<file path="src/rtl/vc_arb_pkg.sv">
// Shared types and widths for the two-class weighted FIFO pop arbiter.
package vc_arb_pkg;

   localparam int unsigned CNT_W  = 4;
   localparam int unsigned DATA_W = 8;

   typedef enum logic [1:0] {
      IDLE   = 2'd0,
      SERVE0 = 2'd1,
      SERVE1 = 2'd2
   } state_e;

endpackage

</file>
<file path="src/rtl/arb_burst_cnt.sv">
// Burst budget counter: load on class entry, decrement per pop, flag the last pop of a burst.
module arb_burst_cnt
   import vc_arb_pkg::*;
(
   input  logic             clk,
   input  logic             reset,
   input  logic             i_load,
   input  logic [CNT_W-1:0] i_load_val,
   input  logic             i_dec,
   output logic             o_zero
);

   logic [CNT_W-1:0] r_cnt;

   always_ff @(posedge clk) begin
      if (!reset) begin
         r_cnt <= '0;
      end else if (i_load) begin
         r_cnt <= i_load_val;
      end else if (i_dec && (r_cnt != '0)) begin
         r_cnt <= r_cnt - CNT_W'(1);
      end
   end

   // High when the pop happening now drains the budget to zero.
   assign o_zero = (r_cnt <= CNT_W'(1));

endmodule

</file>
<file path="src/rtl/vc_pop_arbiter.sv">
// Weighted two-class FIFO pop arbiter with a two-cycle pop-to-output pipeline.
// Define VC_ARB_STATS_EN to add saturating per-class delivery counters cnt0/cnt1.
module vc_pop_arbiter
   import vc_arb_pkg::*;
#(
   parameter int unsigned WEIGHT0 = 3,
   parameter int unsigned WEIGHT1 = 1
) (
   input  logic              clk,
   input  logic              reset,
   input  logic              fifo0_empty,
   input  logic              fifo1_empty,
   input  logic [DATA_W-1:0] fifo0_data,
   input  logic [DATA_W-1:0] fifo1_data,
   input  logic              dest_almost_full,
   output logic              pop_0,
   output logic              pop_1,
   output logic [DATA_W-1:0] data_out,
   output logic              valid_out,
   output logic              grant
`ifdef VC_ARB_STATS_EN
   ,
   output logic [15:0]       cnt0,
   output logic [15:0]       cnt1
`endif
);

   localparam logic [CNT_W-1:0] WGT0 = CNT_W'(WEIGHT0);
   localparam logic [CNT_W-1:0] WGT1 = CNT_W'(WEIGHT1);

   state_e            r_state;
   state_e            w_state_d;
   logic              r_last;
   logic              w_last_d;
   logic              w_enter;
   logic              w_enter_cls;
   logic              w_load;
   logic [CNT_W-1:0]  w_load_val;
   logic              w_zero;
   logic              r_inflight;
   logic              r_inflight_cls;
   logic              r_valid;
   logic              r_grant;
   logic [DATA_W-1:0] r_data;

   // Pops are decoded from the registered state; held off while reset is asserted.
   assign pop_0 = reset & (r_state == SERVE0) & ~fifo0_empty & ~dest_almost_full;
   assign pop_1 = reset & (r_state == SERVE1) & ~fifo1_empty & ~dest_almost_full;

   always_comb begin
      w_state_d   = r_state;
      w_enter     = 1'b0;
      w_enter_cls = 1'b0;
      w_last_d    = r_last;
      if (pop_0) begin
         w_last_d = 1'b0;
      end else if (pop_1) begin
         w_last_d = 1'b1;
      end
      if (!dest_almost_full) begin
         unique case (r_state)
            IDLE: begin
               if (!fifo0_empty && !fifo1_empty) begin
                  w_enter     = 1'b1;
                  w_enter_cls = ~r_last;
               end else if (!fifo0_empty) begin
                  w_enter     = 1'b1;
                  w_enter_cls = 1'b0;
               end else if (!fifo1_empty) begin
                  w_enter     = 1'b1;
                  w_enter_cls = 1'b1;
               end
            end
            SERVE0: begin
               if (fifo0_empty) begin
                  w_state_d   = IDLE;
                  w_enter     = ~fifo1_empty;
                  w_enter_cls = 1'b1;
               end else if (w_zero) begin
                  // Burst spent: hand over if the other class waits, else re-enter this one.
                  w_enter     = 1'b1;
                  w_enter_cls = ~fifo1_empty;
               end
            end
            SERVE1: begin
               if (fifo1_empty) begin
                  w_state_d   = IDLE;
                  w_enter     = ~fifo0_empty;
                  w_enter_cls = 1'b0;
               end else if (w_zero) begin
                  w_enter     = 1'b1;
                  w_enter_cls = fifo0_empty;
               end
            end
            default: w_state_d = IDLE;
         endcase
      end
      if (w_enter) begin
         w_state_d = w_enter_cls ? SERVE1 : SERVE0;
      end
   end

   assign w_load     = w_enter;
   assign w_load_val = w_enter_cls ? WGT1 : WGT0;

   arb_burst_cnt u_burst_cnt (
      .clk        (clk),
      .reset      (reset),
      .i_load     (w_load),
      .i_load_val (w_load_val),
      .i_dec      (pop_0 | pop_1),
      .o_zero     (w_zero)
   );

   always_ff @(posedge clk) begin
      if (!reset) begin
         r_state        <= IDLE;
         r_last         <= 1'b1;
         r_inflight     <= 1'b0;
         r_inflight_cls <= 1'b0;
         r_valid        <= 1'b0;
         r_grant        <= 1'b0;
         r_data         <= '0;
      end else begin
         r_state        <= w_state_d;
         r_last         <= w_last_d;
         r_inflight     <= pop_0 | pop_1;
         r_inflight_cls <= pop_1;
         r_valid        <= r_inflight;
         if (r_inflight) begin
            r_data  <= r_inflight_cls ? fifo1_data : fifo0_data;
            r_grant <= r_inflight_cls;
         end
      end
   end

   assign data_out  = r_data;
   assign valid_out = r_valid;
   assign grant     = r_grant;

`ifdef VC_ARB_STATS_EN
   logic [15:0] r_cnt0;
   logic [15:0] r_cnt1;

   always_ff @(posedge clk) begin
      if (!reset) begin
         r_cnt0 <= '0;
         r_cnt1 <= '0;
      end else if (r_valid) begin
         if (!r_grant && (r_cnt0 != 16'hFFFF)) begin
            r_cnt0 <= r_cnt0 + 16'd1;
         end
         if (r_grant && (r_cnt1 != 16'hFFFF)) begin
            r_cnt1 <= r_cnt1 + 16'd1;
         end
      end
   end

   assign cnt0 = r_cnt0;
   assign cnt1 = r_cnt1;
`endif

endmodule

</file>
<file path="config.mk">
export PLATFORM = sky130hd
export DESIGN_NAME = vc_pop_arbiter
export DESIGN_NICKNAME = d
export VERILOG_FILES = /design/src/rtl/vc_arb_pkg.sv /design/src/rtl/arb_burst_cnt.sv /design/src/rtl/vc_pop_arbiter.sv
export SDC_FILE = /design/constraint.sdc
export NUM_CORES = 1
export LEC_CHECK = 0
export CORE_MARGIN = 5
export CORE_UTILIZATION = 40
export DETAILED_ROUTE_END_ITERATION = 10
export PLACE_DENSITY = 0.7
export SLEW_MARGIN = 20
export SYNTH_ARGS = -nofsm -noshare
export SYNTH_HDL_FRONTEND = slang
export SYNTH_SLANG_ARGS = --single-unit
export TNS_END_PERCENT = 10
</file>
<file path="constraint.sdc">
create_clock -name clk -period 1.76 [get_ports clk]
set_input_delay 0.352 -clock clk [delete_from_list [all_inputs] [get_ports clk]]
set_output_delay 0.352 -clock clk [all_outputs]
set_load 0.03 [all_outputs]
</file>
==> flow_summary.yaml <==
status:
  outcome: "completed"
route:
  drc: 0
  vias: 895
  routedWlPerCell_um: 13.5
  ant_nets: 0
  dr.pass1.iters: 4
  wl_um: 2350
  via_per_inst: 5.14
  drtIter0Drc: 19
cts:
  cts_max_level: 1
  cts.sinks: 19
  post_cts_buffers: 0
  ctsHoldBuffers: 0
  cts.clk_slew.worst_paths_ns: 0.09
  clockBufferDepth: 2
  root_buffer: "clkbuf_4"
  cts_tree: "done"
  clock_latency_ns: 0.29
  cts-buffers-inserted: 3
timing:
  fin_crit_ns: 1.70
  finalCritPeriodShare: 0.966
  skew_ns: 0.0156
  finalSetupViolations: 0
  relSlewSlack: 0.611
  worst_slew_pin_slew_ns: 0.582
  final_hold_viol_count: 0
  maxSlewViolCount: 0
  rsz0062_at_grt: "false"
  max_freq_ghz: 0.588
power:
  seqPwrFrac: 0.525
  leakage_nw: 0.521
  p_comb_frac: 0.239
  power_density_mw_per_mm2: 620
  p_sw_frac: 0.273
  clkPwrFrac: 0.236
  power_w: 0.000891
  power.internal_w: 0.000648
  p_sw_w: 0.000243
  ir_drop_mv: 0.390
logic_synthesis:
  syn_nets: 129
  synth_area_sq_um: 977
  yosysUniqueCellTypes: 33
  yosysWarnings: 0
  yosysSeqAreaShare: 0.389
  yosys_register_bits: 19
  syn_avg_cell_area_sq_um: 9.31
  synth_cells: 105
setup_path:
  critPathKind: "reg2out"
  crit_chain: "or3b_4 -> nor2_4 -> buf_6"
  worstPathArrival_ns: 1.35
  endpoint: "pop_0"
  reg2regPathDepth: 7
  cp-end-kind: "primary output"
  reg2reg_slack_ns: 0.14
  critPathMaxFanout: 11
  cp-start-kind: "register"
  timing.rr.start: "u_burst_cnt.r_cnt[0]"
  crit_required_ns: 1.41
  reg2reg_to: "r_state[0]"
  critPathMaxStageDelay_ns: 0.43
  cp_slowest_cell: "or3b_4"
  startpoint: "r_state[1]"
global_route:
  grt_pass1_wl_um: 3920
  grt_pass1_vias: 923
  grt_max_degree: 19
  antenna_found_initial: 0
  grtUsageTotal: 0.144
  overflow: 0
placement:
  dp_hpwl_um: 1790
  place_area_sq_mm: 0.00136
  io_buffers: 32
  place.gp.congestion: 0.792
floorplanning:
  chipHeight_um: 59.4
  core_sq_mm: 0.00241
  start_util: 0.406
  ios: 33
  dieArea_sq_mm: 0.00353
  rows: 18
  die_x_um: 59.4
finish:
  fin_area_sq_mm: 0.00144
  layout.nets: 169
  final_common_cell: "clkdlybuf4s50_1"
  final_cell_mix: "26 x clkdlybuf4s50_1, 17 x dfxtp_1, 16 x nor2_1"
  layout-drive-gt1-share: 0.174
  syn2layout_area_growth_pct: 47.1
  diodes: 0
min_path:
  hold_class: "in2reg"
flow_run:
  cap_violations: 0
routing by layer:
| metal | global-route usage | vias to the layer above | part of all wire |
|---|---|---|---|
| li1 | - | 455 | - |
| met4 | 0.0550 | 0 | 0.0051 |
| met1 | 0.174 | 411 | 0.45 |
| met2 | 0.231 | 27 | 0.47 |
| met5 | 0 | - | 0 |
| met3 | 0.0523 | 2 | 0.076 |
state kept, by name (all words and copies together), names as in the netlist:
register / cells
r_inflight: 1
r_inflight_cls: 1
r_state: 2
u_burst_cnt.r_cnt: 4
r_last: 1
grant: 1
data_out: 8
valid_out: 1
worst min-delay path by stage:
stage	startpoint	to	slack, ns	depth (start not counted)
final	fifo1_empty	r_inflight_cls	0.44	3
after global routing	fifo1_empty	r_inflight_cls	0.44	3
after CTS	data_out[1]	data_out[1]	0.49	2
after detailed placement	data_out[1]	data_out[1]	0.48	2
after global placement	data_out[3]	data_out[3]	0.47	2
after floorplan	fifo1_empty	r_inflight_cls	0.43	1
cells in the mapped netlist, drive strengths merged:
cell / instances / area [sq um]
inv: 3 / 11.3
o21a: 1 / 7.51
dfxtp: 19 / 380
a211oi: 8 / 60.1
nand3: 1 / 5.00
and2: 1 / 6.26
nor2: 18 / 67.6
and4: 1 / 8.76
o32a: 1 / 10.0
ha: 3 / 37.5
xnor2: 1 / 8.76
clkbuf: 3 / 11.3
a221oi: 2 / 35.0
nand2: 5 / 18.8
nand3b: 2 / 15.0
o32ai: 1 / 8.76
xor2: 2 / 17.5
nor4b: 2 / 30.0
nand4b: 1 / 8.76
mux2i: 9 / 90.1
nor3b: 1 / 7.51
buf: 3 / 26.3
o21ai: 3 / 15.0
a21oi: 4 / 20.0
o211ai: 1 / 7.51
o31a: 1 / 8.76
nor3: 3 / 15.0
nor2b: 2 / 12.5
or3b: 2 / 20.0
nand2b: 1 / 6.26
final cells by class:
class                   instances  area [sq um]
clock buffers                   3          22.5
fillers                       234           972
clock inverters                 1          5.00
well taps                      30          37.5
inverters                       3          11.3
flip-flops and latches         19           383
repair buffers                 41           397
multi-input cells              77           582
power by group through the flow:
stage,Clock (W),Sequential [W],Combinational (W)
floorplan,0,0.000478,0.000105
global placement,0,0.000475,0.000194
detailed placement,0,0.000476,0.000197
CTS,0.000224,0.000467,0.000204
global route,0.000241,0.000470,0.000231
finish,0.000211,0.000468,0.000212
critical path: cells and delay by family, from the launching register on:
family	cells	cell delay [ns]
AND/OR/NAND/NOR	2	0.55
flip-flops	1	0.38
buffers and inverters	1	0.13
stage by stage:
step / setup TNS [ns] / hold WS [ns] / cells / util / worst slack (ns)
after floorplan: 0 / 0.426 / 105 / - / 0.127
after global placement: -0.895 / 0.473 / 170 / 0.564 / -0.201
after detailed placement: -1.09 / 0.476 / 170 / 0.564 / -0.231
after CTS: -0.0314 / 0.493 / 174 / 0.587 / -0.0314
after global routing: 0 / 0.445 / 174 / 0.597 / 0.00644
final: 0 / 0.436 / 174 / 0.597 / 0.0591
timing repair:
| action | 4_1_cts | 5_1_grt |
|---|---|---|
| resized for setup | 8 | 8 |
| endpoints found under the setup margin | 2 | 6 |
| pin swaps | 1 | 3 |
| hold endpoints to repair | 0 | 0 |
kinds of logic after synthesis:
| group | synth area share |
|---|---|
| simple gates | 0.227 |
| compound gates | 0.177 |
| flops | 0.389 |
| buf+inv | 0.0499 |
| mux | 0.0922 |
| xor+xnor | 0.0269 |
| fa+ha+maj | 0.0384 |
No activity file was read; power rests on OpenSTA's default activity.
